$ cat src/rtl/const.v
// Shared architectural constants for the register file and its writeback path.
`ifndef CONST_V
`define CONST_V
`define REG_ADDR_WIDTH 5
`define REG_DATA_WIDTH 64
`define REG_SIZE 32
`define WB_NUM_REQ 2
`endif

$ cat src/rtl/regfile_wb_arbiter_pkg.sv
// Shared types and constants for the writeback arbiter slice.
`include "const.v"

package regfile_wb_arbiter_pkg;
    localparam int WB_NUM = `WB_NUM_REQ;

    typedef enum logic {
        WB_ALU = 1'b0,
        WB_LSU = 1'b1
    } wb_src_e;
endpackage

$ cat src/rtl/regfile_wb_arbiter_rr.sv
// Two-way round-robin grant logic for the writeback port.
`include "const.v"

module wb_rr_arbiter2
    import regfile_wb_arbiter_pkg::*;
(
    input  logic              clk,
    input  logic              reset,
    input  logic [WB_NUM-1:0] valid,
    input  logic              hold,
    input  logic              accept,
    output logic [WB_NUM-1:0] grant,
    output wb_src_e           last_grant
);

    always_comb begin
        grant = '0;
        if (!hold) begin
            case (valid)
                2'b01:   grant = 2'b01;
                2'b10:   grant = 2'b10;
                // On contention the requester that did not win last time goes first.
                2'b11:   grant = (last_grant == WB_LSU) ? 2'b01 : 2'b10;
                default: grant = '0;
            endcase
        end
    end

    always_ff @(posedge clk) begin
        if (reset) begin
            last_grant <= WB_LSU;
        end else if (accept) begin
            last_grant <= grant[1] ? WB_LSU : WB_ALU;
        end
    end

endmodule

$ cat src/rtl/regfile_wb_arbiter.sv
// Writeback arbiter: merges ALU and load-unit results into one register file
// write port through a single stage register that also feeds the bypass network.
`include "const.v"

module regfile_wb_arbiter
    import regfile_wb_arbiter_pkg::*;
#(
    parameter int ADDR_W = `REG_ADDR_WIDTH,
    parameter int DATA_W = `REG_DATA_WIDTH
) (
    input  logic              clk,
    input  logic              reset,
    input  logic              hold,
    input  logic              wb0_valid,
    input  logic [ADDR_W-1:0] wb0_addr,
    input  logic [DATA_W-1:0] wb0_data,
    output logic              wb0_ready,
    input  logic              wb1_valid,
    input  logic [ADDR_W-1:0] wb1_addr,
    input  logic [DATA_W-1:0] wb1_data,
    output logic              wb1_ready,
    output logic              RegWrite,
    output logic [ADDR_W-1:0] write_reg_addr,
    output logic [DATA_W-1:0] write_reg_data,
    input  logic [ADDR_W-1:0] rd_addr_1,
    input  logic [ADDR_W-1:0] rd_addr_2,
    output logic              fwd_hit_1,
    output logic              fwd_hit_2,
    output logic [DATA_W-1:0] fwd_data
);

    logic [WB_NUM-1:0] grant;
    logic              accept;
    wb_src_e           last_grant;

    logic              stg_valid;
    logic [ADDR_W-1:0] stg_addr;
    logic [DATA_W-1:0] stg_data;
    logic              stg_live;

    // Reset is folded into hold so no ready can be seen while reset is high.
    wb_rr_arbiter2 u_arb (
        .clk        (clk),
        .reset      (reset),
        .valid      ({wb1_valid, wb0_valid}),
        .hold       (hold | reset),
        .accept     (accept),
        .grant      (grant),
        .last_grant (last_grant)
    );

    assign wb0_ready = grant[0];
    assign wb1_ready = grant[1];
    assign accept    = |grant;

    // Stage loads every cycle so a write is never repeated.
    always_ff @(posedge clk) begin
        if (reset) begin
            stg_valid <= 1'b0;
            stg_addr  <= '0;
            stg_data  <= '0;
        end else begin
            stg_valid <= accept;
            stg_addr  <= grant[1] ? wb1_addr : (grant[0] ? wb0_addr : '0);
            stg_data  <= grant[1] ? wb1_data : (grant[0] ? wb0_data : '0);
        end
    end

    // x0 writes are staged but never retire or forward.
    assign stg_live       = !reset && stg_valid && (stg_addr != '0);

    assign RegWrite       = stg_live;
    assign write_reg_addr = reset ? '0 : stg_addr;
    assign write_reg_data = reset ? '0 : stg_data;
    assign fwd_hit_1      = stg_live && (rd_addr_1 == stg_addr);
    assign fwd_hit_2      = stg_live && (rd_addr_2 == stg_addr);
    assign fwd_data       = reset ? '0 : stg_data;

endmodule
$ cat config.mk
export PLATFORM = sky130hd
export DESIGN_NAME = regfile_wb_arbiter
export DESIGN_NICKNAME = d
export VERILOG_FILES = /design/src/rtl/regfile_wb_arbiter_pkg.sv /design/src/rtl/regfile_wb_arbiter_rr.sv /design/src/rtl/regfile_wb_arbiter.sv
export VERILOG_INCLUDE_DIRS = /design/src /design/src/rtl
export SDC_FILE = /design/constraint.sdc
export NUM_CORES = 1
export LEC_CHECK = 0
export ABC_AREA = 1
export CAP_MARGIN = 20
export CORE_UTILIZATION = 30
export CTS_CLUSTER_DIAMETER = 60
export DETAILED_ROUTE_END_ITERATION = 8
export GPL_TIMING_DRIVEN = 0
export PLACE_DENSITY = 0.77
export SYNTH_ARGS = -nofsm -noshare
export SYNTH_HDL_FRONTEND = slang
export SYNTH_SLANG_ARGS = --single-unit
$ cat constraint.sdc
create_clock -name clk -period 1.15 [get_ports clk]
set_input_delay 0.23 -clock clk [delete_from_list [all_inputs] [get_ports clk]]
set_output_delay 0.23 -clock clk [all_outputs]
set_load 0.005 [all_outputs]
-- Yosys cells after proc, flatten, opt, wreduce, memory -nomap -nowiden
Cells that the tools add are included.
- equal/unequal tests: 5
- mux-type cells: 10
- bitwise logic cells: 1
- reductions and logical operators: 7
- operators by type and width (cell ; number):
    $mux 64 ; 3
    $mux 5 ; 3
    $eq 5x5->1 ; 2
    $pmux 2 s3 ; 1
    $reduce_bool 5->1 ; 1
    $eq 2x2->1 const B ; 2
    $logic_and 1x1->1 ; 4
    $mux 2 ; 2
    $eq 2x1->1 const B ; 1
    $reduce_or 2->1 ; 1
    $logic_not 1->1 ; 1
    $mux 1 ; 1
    $or 1x1->1 ; 1
- bits in registers: 71
- input bits: 153
- output and inout bits: 138

-- Depth between registers and ports, before layout
- depth after elaboration: 5
- gate-level depth with buffers: 7

-- Hierarchy
A second synthesis with hierarchy kept.
- cells, all modules: 575
- area total of the unflattened synthesis: 3726.1 sq um
- modules (own cells, without submodules) (module ; instances ; cells each ; area an instance (sq um)):
    regfile_wb_arbiter ; 1 ; 563 ; 3658.5
    wb_rr_arbiter2 ; 1 ; 12 ; 67.6

-- Worst setup path before layout
Ideal clock, no wire load.
- path kind: input -> output
- start point: in reset
- end point: out write_reg_data[53]
- arrival: 966 ps
- data required time: 920 ps
- setup slack: -46 ps
- stages on the path: 5
- path buffers: 4
- cells stage by stage: buf_6 > buf_2 > buf_2 > nor2_1 > buf_4
- cells in the longest elaborated chain, start to end: 1
- RTL lines (item ; line ; text):
    from (decl) ; regfile_wb_arbiter.sv:12 ; input logic reset,
    $mux 64 ; -- ;
    to (decl) ; regfile_wb_arbiter.sv:24 ; output logic [DATA_W-1:0] write_reg_data,
No other way between the ends.

-- Worst setup path in the final report
- start point: reg stg_addr[1]
- end point: out fwd_hit_1
- cells in the longest elaborated chain, start to end: 3
- elaborated cells on any way between the ends: 4
- classes of those cells: eq/ne: 1; reduce/logical: 3
- RTL lines (item ; line ; text):
    from (decl) ; regfile_wb_arbiter.sv:37 ; logic [ADDR_W-1:0] stg_addr;
    from (signal assigned) ; regfile_wb_arbiter.sv:64 ; stg_addr <= grant[1] ? wb1_addr : (grant[0] ? wb0_addr : '0);
    $reduce_bool 5->1 ; regfile_wb_arbiter.sv:70 ; assign stg_live = !reset && stg_valid && (stg_addr != '0);
    $logic_and 1x1->1 ; regfile_wb_arbiter.sv:70 ;
    $logic_and 1x1->1 (*) ; regfile_wb_arbiter.sv:75 ; assign fwd_hit_1 = stg_live && (rd_addr_1 == stg_addr);
    to (decl) ; regfile_wb_arbiter.sv:27 ; output logic fwd_hit_1,
Mark *: on every way between the ends. The rest lies on a longest branch, timed or not.

==> impl_results.md <==
- Total congestion overflow: 0
- Via count: 4517
- Placed cells: 997
- Distinct cells, synth: 16
- #FFs+latches synth: 71
- Clock sink total: 71
- Final Hold Vio Count: 0
- Crit path time final: 1668 ps
- Hold_buf cts: 0
- Fin area: 8399 sq um
- Hold crit path type: in2reg
- Slew HR: 83.93%
- Number of nets in the layout: 1060
- Initial DRC Count: 106
- Ranking of synthesized cells by area: dfxtp_1, nand2_1, buf_4
- Setup Crit Path Kind: reg2out
- DR pass1 iterations: 4
- Routed len/inst: 14.71 microns
- Mapped Cells: 561
- FFs w/ async S/R, synth: 0%
- Max Fclk: 0.5995 GHz
- Final Slew Violations: 0
- Area Growth Syn to Fin: 128.6%
- WL final: 15550 microns
- Die height: 112.7 microns
- Worst path required time: 920 ps
- Critical-path maximum fanout: 4
- DP Area: 6783 sq um
- Yosys top cell by area: dfxtp_1
- Pwr/cell area: 808.8 nW/um^2
- Footprint of the multi-input gates: 1851 sq um
- Register area share after synthesis: 38.68%
- Worst Clk Skew: 3.083 ps
- Die footprint: 12700 sq um
- Max Cap Viol: 0
- Critical Path Start: stg_addr[1]
- Tcrit/Tclk final: 145.0%
- Ports: 291
- Syn nets: 714
- VDD IR max: 0.6018 mV
- Root Buffer: clkbuf_16
- Longest Clk Path Bufs: 2
- RR Startpoint: u_arb.last_grant
- Dpl hpwl: 10010 microns
- Post-Layout Cell Count: 1057
- H-Tree Depth: 3
- Layout cells sized above 1: 57.91%
- Port Buffer Count: 289
- Worst hold slack: 218.6 ps
- Inserted Clock Buffers: 9
- Hold path start: reset
- Post-synth top cells: nand2_1, inv_1, nor2_1
- Synth warnings: 0
- Core Rows: 40
- Antenna diodes: 0
- Final setup violation count: 136
- Synthesized area: 3675 sq um
- Count of flip-flops with a built-in enable after synthesis: 0
- Slew of the pin with the lowest slew margin: 241.0 ps
- DRC viols: 0
- Leakage power: 4.129 nW
- Top FF cell, synth: dfxtp_1
- First-pass GRT wire length: 20550 microns
- Fillers: 915
- Unrepaired setup endpoints after global routing: true
- Post-Syn Area per Cell: 6.550 sq um
- Worst Path Arrival: 1440 ps
- Worst skew pair latency: 330 ps
- Gpl congestion: 0.8698
- Setup WS post-layout: -518.1 ps
- Top cell type's share of synthesized area: 38.68%
- Pin count of the biggest net entering global routing: 11
- Width of the chip: 112.7 microns
- CP Capture Type: output pin
- CTS tree: done
- Initial Utilization: 30.72%
- Antenna Nets Post-Route: 0
- Register area: 1485 sq um
- Most common cell in the netlist: nand2_1
- Startpoint types: flop
- Global Route Usage Sum: 21.26%
- Initial antenna violation count: 0
- Clock transition at the registers of the reported paths: 50 ps
- Status: finished with violations
- Via density: 4.273
- Number of global-route vias before repair: 4193
- Core area: 11960 sq um
- Failing checks: negative setup slack
-- critical path, cell delays in order (launching register included) --
cell and delay (ps):
dfxtp_2 340, inv_2 60, nand4_1 140, nand3_2 160, buf_6 170, nor2_4 100, buf_2 130
-- cell type report --
type / instances / area share, %
inverters: 83 / 3.858
multi-input cells: 321 / 22.03
plain buffers: 54 / 7.404
clock inverters: 2 / 0.1192
flip-flops and latches: 71 / 17.68
well taps: 147 / 2.190
clock buffers: 12 / 2.815
repair buffers: 367 / 43.90
-- flip-flops by register name, indices dropped and copies added (netlist names) --
signal            cells
stg_data             64
stg_valid             1
stg_addr              5
u_arb.last_grant      1
-- worst paths after layout --
check / depth (start not counted) / to / slack [ps]
worst max-delay path: 6 / fwd_hit_1 / -520
worst min-delay path: 3 / u_arb.last_grant / 220
worst max register to register: 9 / stg_data[2] / -210
worst min register to register: 2 / u_arb.last_grant / 490
-- repair_timing --
| item | in CTS | in global routing |
|---|---|---|
| resized for setup | 779 | 218 |
| pin swaps | 68 | 109 |
| buffers inserted | 82 | 13 |
| gates cloned | 2 | 16 |
| endpoints found under the setup margin | 138 | 206 |
-- placed cells by master (no fill, tap or decap) --
cell type / count
dfxtp_2: 45
clkdlybuf4s50_1: 148
nor2_1: 6
nand3_1: 2
nand2_4: 9
xnor2_1: 2
buf_8: 14
buf_16: 1
buf_2: 67
nand2_2: 64
clkbuf_16: 25
inv_2: 48
nor2_4: 35
clkbuf_4: 1
buf_4: 46
inv_8: 1
buf_12: 5
clkinv_4: 1
clkbuf_8: 1
buf_6: 118
dlygate4sd2_1: 3
dfxtp_4: 2
clkinv_2: 2
nor2_8: 1
bufbuf_16: 1
a21boi_2: 1
nand4_1: 1
clkbuf_1: 3
nand3_4: 1
nand3_2: 2
dfxtp_1: 24
inv_1: 33
nor2_2: 36
nand2_1: 161
-- per-stage QoR --
| stage | power, mW | worst slack [ps] | setup TNS (ps) | util, % |
|---|---|---|---|---|
| global route | 7.082 | -530.6 | -21360 | 70.22 |
| CTS | 6.550 | -428.7 | -9296 | 62.02 |
| floorplan | 3.088 | 9.040 | 0 | - |
| finish | 6.794 | -518.1 | -13700 | 70.22 |
| detailed placement | 3.955 | -892.2 | -92730 | 56.71 |
| global placement | 3.935 | -899.1 | -92400 | 56.71 |
-- power by group --
group | internal [mW] | total [mW] | switching [mW]
clock | 1.43 | 2.43 | 0.999
combinational | 1.08 | 1.73 | 0.651
sequential | 2.59 | 2.64 | 0.0500
total | 5.09 | 6.79 | 1.70
-- kinds of logic (layout without fill, tap and decap cells) --
| kind of cell | count (synthesis) | in the layout | synth area share, % |
|---|---|---|---|
| simple gates | 318 | 318 | 33.57 |
| buf+inv | 169 | 518 | 27.07 |
| flops | 71 | 71 | 38.68 |
| xor+xnor | 2 | 2 | 0.4768 |
| compound gates | 1 | 1 | 0.2044 |
-- layer usage --
metal	global-route usage [%]	vias to the layer above	wire length (microns)
met5	0	-	0
met4	9.867	0	365
met3	4.590	28	858
met2	39.92	169	8499
met1	22.52	2086	5826
li1	-	2234	-
(Power assumes the default switching activity.)
==> RTL edit 1, RTL diff (same flow settings) <==
`REG_ADDR_WIDTH`: 5 -> 6.
--- a/src/rtl/const.v
+++ b/src/rtl/const.v
@@ -2,5 +2,5 @@
 `ifndef CONST_V
 `define CONST_V
-`define REG_ADDR_WIDTH 5
+`define REG_ADDR_WIDTH 6
 `define REG_DATA_WIDTH 64
 `define REG_SIZE 32
Interface: changed (5 resized); port bits go from 291 to 296. The function was not compared with the original's and may differ.
==> RTL edit 1 against the original RTL <==
First-iteration DRC count is 16% higher; count of clock-buffer cells in the layout unchanged; non-clock buffer count is 21 lower; setup slack better by 0.16 ns; total power is 2.4% higher; largest cell class unchanged; sequential cell count up 1; the flow still finishes with violations (setup timing); synthesized area rose by 2.6%; register-to-register slack gained 0.14 ns; via count fell by 4.1%; routed wire length fell by 5.9%; utilization decreased by 4.1 points; critical endpoint unchanged; final area fell by 4.6%.
==> RTL edit 1: results (changes against the original RTL) <==
metric	value	unit	change
worstMarginPinSlew	0.207	ns	-0.0338 ns
io_buffers	294		+1.7%
largestRegisters	stg_data: 64 flops, stg_addr: 6 flops		
timing.setup.tns	-6.58	ns	+7.11 ns
synthTopCellsByCount	249 x sky130_fd_sc_hd__nand2_1, 86 x sky130_fd_sc_hd__inv_1, 82 x sky130_fd_sc_hd__nor2_1		
r2r_slack	-0.07	ns	+0.14 ns
ys_seq_area_frac	0.382		-0.00445
worstPathArrival	1.28	ns	-0.16 ns
total_switching_power	1.71	mW	+0.86%
failing_checks	setup timing		
gr-usage-all-layers	0.203		-0.00969
setup_viol_count_final	146		+7.4%
largest_cells_by_area_after_synthesis	sky130_fd_sc_hd__dfxtp_1 38%, sky130_fd_sc_hd__nand2_1 25%, sky130_fd_sc_hd__buf_4 13%, sky130_fd_sc_hd__inv_1 8.6%, sky130_fd_sc_hd__nor2_1 8.2%		
number_of_global_route_vias_before_repair	4048		-3.5%
outcome	finished, violations left		
drt-vias-per-instance	4.00		-6.4%
total_leakage_power	4.00	nW	-3.1%
whs_endpoint	u_arb.last_grant$_SDFFE_PP1P_		
crit_fanout	2		-2
postLayoutSetupSlackWorst	-0.361	ns	+0.157 ns
drt_iter0_drc	123		+16%
finClkSkew	0.00350	ns	+0.000415 ns
share_of_cells_above_drive_strength_1	0.504		-0.0753
drt-pass1-iter-count	4		unchanged
synthesis.yosys.warnings	0		unchanged
ir_drop	0.835	mV	+39%
cts_buffer_depth	2		unchanged
dp_hpwl	10.5	mm	+4.5%
grt_start_max_net_pins	13		+2
wl_per_cell	13.5	um	-8.2%
## RTL edit 1: worst max-delay path by stage
stage,start,to,cells after the start
after floorplan,reset,write_reg_data[0],4
after global placement,wb1_valid,wb1_ready,6
after detailed placement,hold,wb1_ready,6
after CTS,stg_addr[5]$_SDFF_PP0_,fwd_hit_2,7
after global routing,stg_addr[4]$_SDFF_PP0_,fwd_hit_1,7
final,rd_addr_1[3],fwd_hit_1,8
## RTL edit 1: per-layer routing
layer	vias up	global-route usage	wire length (um)
met3	15	0.0450	703
li1	2268	-	-
met1	1906	0.239	5860
met5	-	0	0
met4	0	0.0667	240
met2	145	0.364	7830
## RTL edit 1: power by group through the flow
stage | logic, mW | clock network, mW | registers (mW)
6_report | 1.59 | 2.70 | 2.67
5_1_grt | 1.70 | 2.87 | 2.68
4_1_cts | 1.41 | 2.75 | 2.65
3_5_place_dp | 1.32 | 0 | 2.70
3_3_place_gp | 1.31 | 0 | 2.70
2_1_floorplan | 0.438 | 0 | 2.69
## RTL edit 1: logic make-up after synthesis
logic type,Yosys count,share of synthesized area
and+or+nand+nor,337,0.346
buffers and inverters,174,0.269
AOI/OAI and AO/OA,2,0.00332
DFF,72,0.382
## RTL edit 1: timing repair
action	CTS	global route
pin swaps	74	84
endpoints found under the setup margin	193	203
resized for setup	761	163
cloned	0	9
buffers inserted	11	3
hold endpoints to repair	0	0
## RTL edit 1: worst max-delay path, cell delays in order
cell and delay [ns]:
sky130_fd_sc_hd__clkdlybuf4s50_1 0.50, sky130_fd_sc_hd__inv_1 0.06, sky130_fd_sc_hd__nand2_2 0.06, sky130_fd_sc_hd__nand2_1 0.05, sky130_fd_sc_hd__nor2_1 0.10, sky130_fd_sc_hd__nand3_1 0.08, sky130_fd_sc_hd__nor2_1 0.09, sky130_fd_sc_hd__buf_2 0.11
## RTL edit 1: area by class of cell
| cell class | instances | area share |
|---|---|---|
| inverter | 88 | 0.0431 |
| clock inverter | 4 | 0.00344 |
| clock buffer | 12 | 0.0333 |
| tap | 168 | 0.0262 |
| buffer | 85 | 0.107 |
| sequential | 72 | 0.187 |
| multi-input combinational | 339 | 0.220 |
| timing repair buffer | 315 | 0.380 |
## RTL edit 1: metrics by stage
stage          cells  hold WS, ns  area (um^2)
2_1_floorplan    585        0.333         3770
3_3_place_gp    1047        0.467         6920
5_1_grt         1083        0.221         8010
4_1_cts         1073        0.202         7370
3_5_place_dp    1047        0.482         6920
6_report        1083        0.204         8010
==> RTL edit 2, RTL diff (config.mk and constraints unchanged) <==
Made on the original files. `stg_addr` no longer has a reset.
--- a/src/rtl/regfile_wb_arbiter.sv
+++ b/src/rtl/regfile_wb_arbiter.sv
@@ -58,11 +58,13 @@
         if (reset) begin
             stg_valid <= 1'b0;
-            stg_addr  <= '0;
             stg_data  <= '0;
         end else begin
             stg_valid <= accept;
-            stg_addr  <= grant[1] ? wb1_addr : (grant[0] ? wb0_addr : '0);
             stg_data  <= grant[1] ? wb1_data : (grant[0] ? wb0_data : '0);
         end
+    end
+
+    always_ff @(posedge clk) begin
+        stg_addr <= grant[1] ? wb1_addr : (grant[0] ? wb0_addr : '0);
     end
 
Behaviour: unchanged (equiv_simple and equiv_induct, registers matched by name and starting in step).
==> RTL edit 2 against the original RTL <==
The run still ends with setup timing left; sequential power barely moved; first-iteration DRC count rose by 32%; total power rose by 11%; sequential cell count did not move; final area fell by 1.8%; die area rose by 0.37%; setup slack improved by 0.13 ns; routed wire length fell by 8.4%; synthesized area rose by 0.37%; combinational power fell by 3%; count of clock-buffer cells in the layout fell by 1; largest cell class unchanged; largest power group is now clock.
==> RTL edit 2: results (changes against the original RTL) <==
metric	value	unit	change
outcome	finished, violations left		
failing_checks	setup timing		
yosys.area_share.xor_xnor	0.00475		-0.0000178
clockBufferCount	11		-1
placement.setup.worst_slack	-0.908	ns	-0.0161 ns
n_fill_cell	986		+7.8%
wl_per_cell	13.7	um	-7.1%
grt_start_max_net_pins	13		+2
wl_met1	5.37	mm	-7.8%
area.sequential	1490	um^2	about the same
dp_hpwl	9.73	mm	-2.8%
fin_nets	1042		-1.7%
nNonClkBuffers	403		-4.3%
total_leakage_power	4.10	nW	-0.61%
detailroute.wirelength.met3	814	um	-5.1%
postLayoutSetupSlackWorst	-0.384	ns	+0.134 ns
ys_seq_area_frac	0.385		-0.00144
max_stage_delay_on_crit_path	0.38	ns	+0.04 ns
worstMarginPinSlew	0.253	ns	+0.0123 ns
synthTopCellsByCount	232 x sky130_fd_sc_hd__nand2_1, 81 x sky130_fd_sc_hd__inv_1, 77 x sky130_fd_sc_hd__nor2_1		
synth_top_cell_area_share	0.385		-0.00144
setup_viol_count_final	147		+8.1%
antenna_violations_before_repair	1		+1
largest_cells_by_area_after_synthesis	sky130_fd_sc_hd__dfxtp_1 39%, sky130_fd_sc_hd__nand2_1 24%, sky130_fd_sc_hd__buf_4 13%, sky130_fd_sc_hd__inv_1 8.2%, sky130_fd_sc_hd__nor2_1 7.8%		
multi_input_area_share	0.236		+0.0158
==> RTL edit 2: per-layer routing <==
| metal | up-vias | global-route usage |
|---|---|---|
| li1 | 2200 | - |
| met1 | 1911 | 0.229 |
| met2 | 147 | 0.408 |
| met3 | 15 | 0.0562 |
| met4 | 0 | 0.0491 |
| met5 | - | 0 |
==> RTL edit 2: power by group <==
part	leakage (nW)	switching, mW	internal, mW	total [mW]
clock	0.160	1.10	2.13	3.23
sequential	0.600	0.0476	2.58	2.63
combinational	3.34	0.643	1.03	1.67
total	4.10	1.79	5.74	7.53
==> RTL edit 2: per-stage QoR <==
step,setup TNS [ns],power [mW],hold WS [ns]
final,-14.95,7.53,0.195
after global routing,-23.04,7.83,0.203
after detailed placement,-97.43,3.95,0.466
after floorplan,0,3.09,0.333
after global placement,-95.15,3.93,0.464
after CTS,-18.70,7.45,0.219
==> RTL edit 2: what timing repair did <==
action                                  CTS  global route
endpoints found under the setup margin  203           208
cloned                                    8             1
gates resized for setup                 819           182
setup buffers                            57             5
pin swaps                                74            77
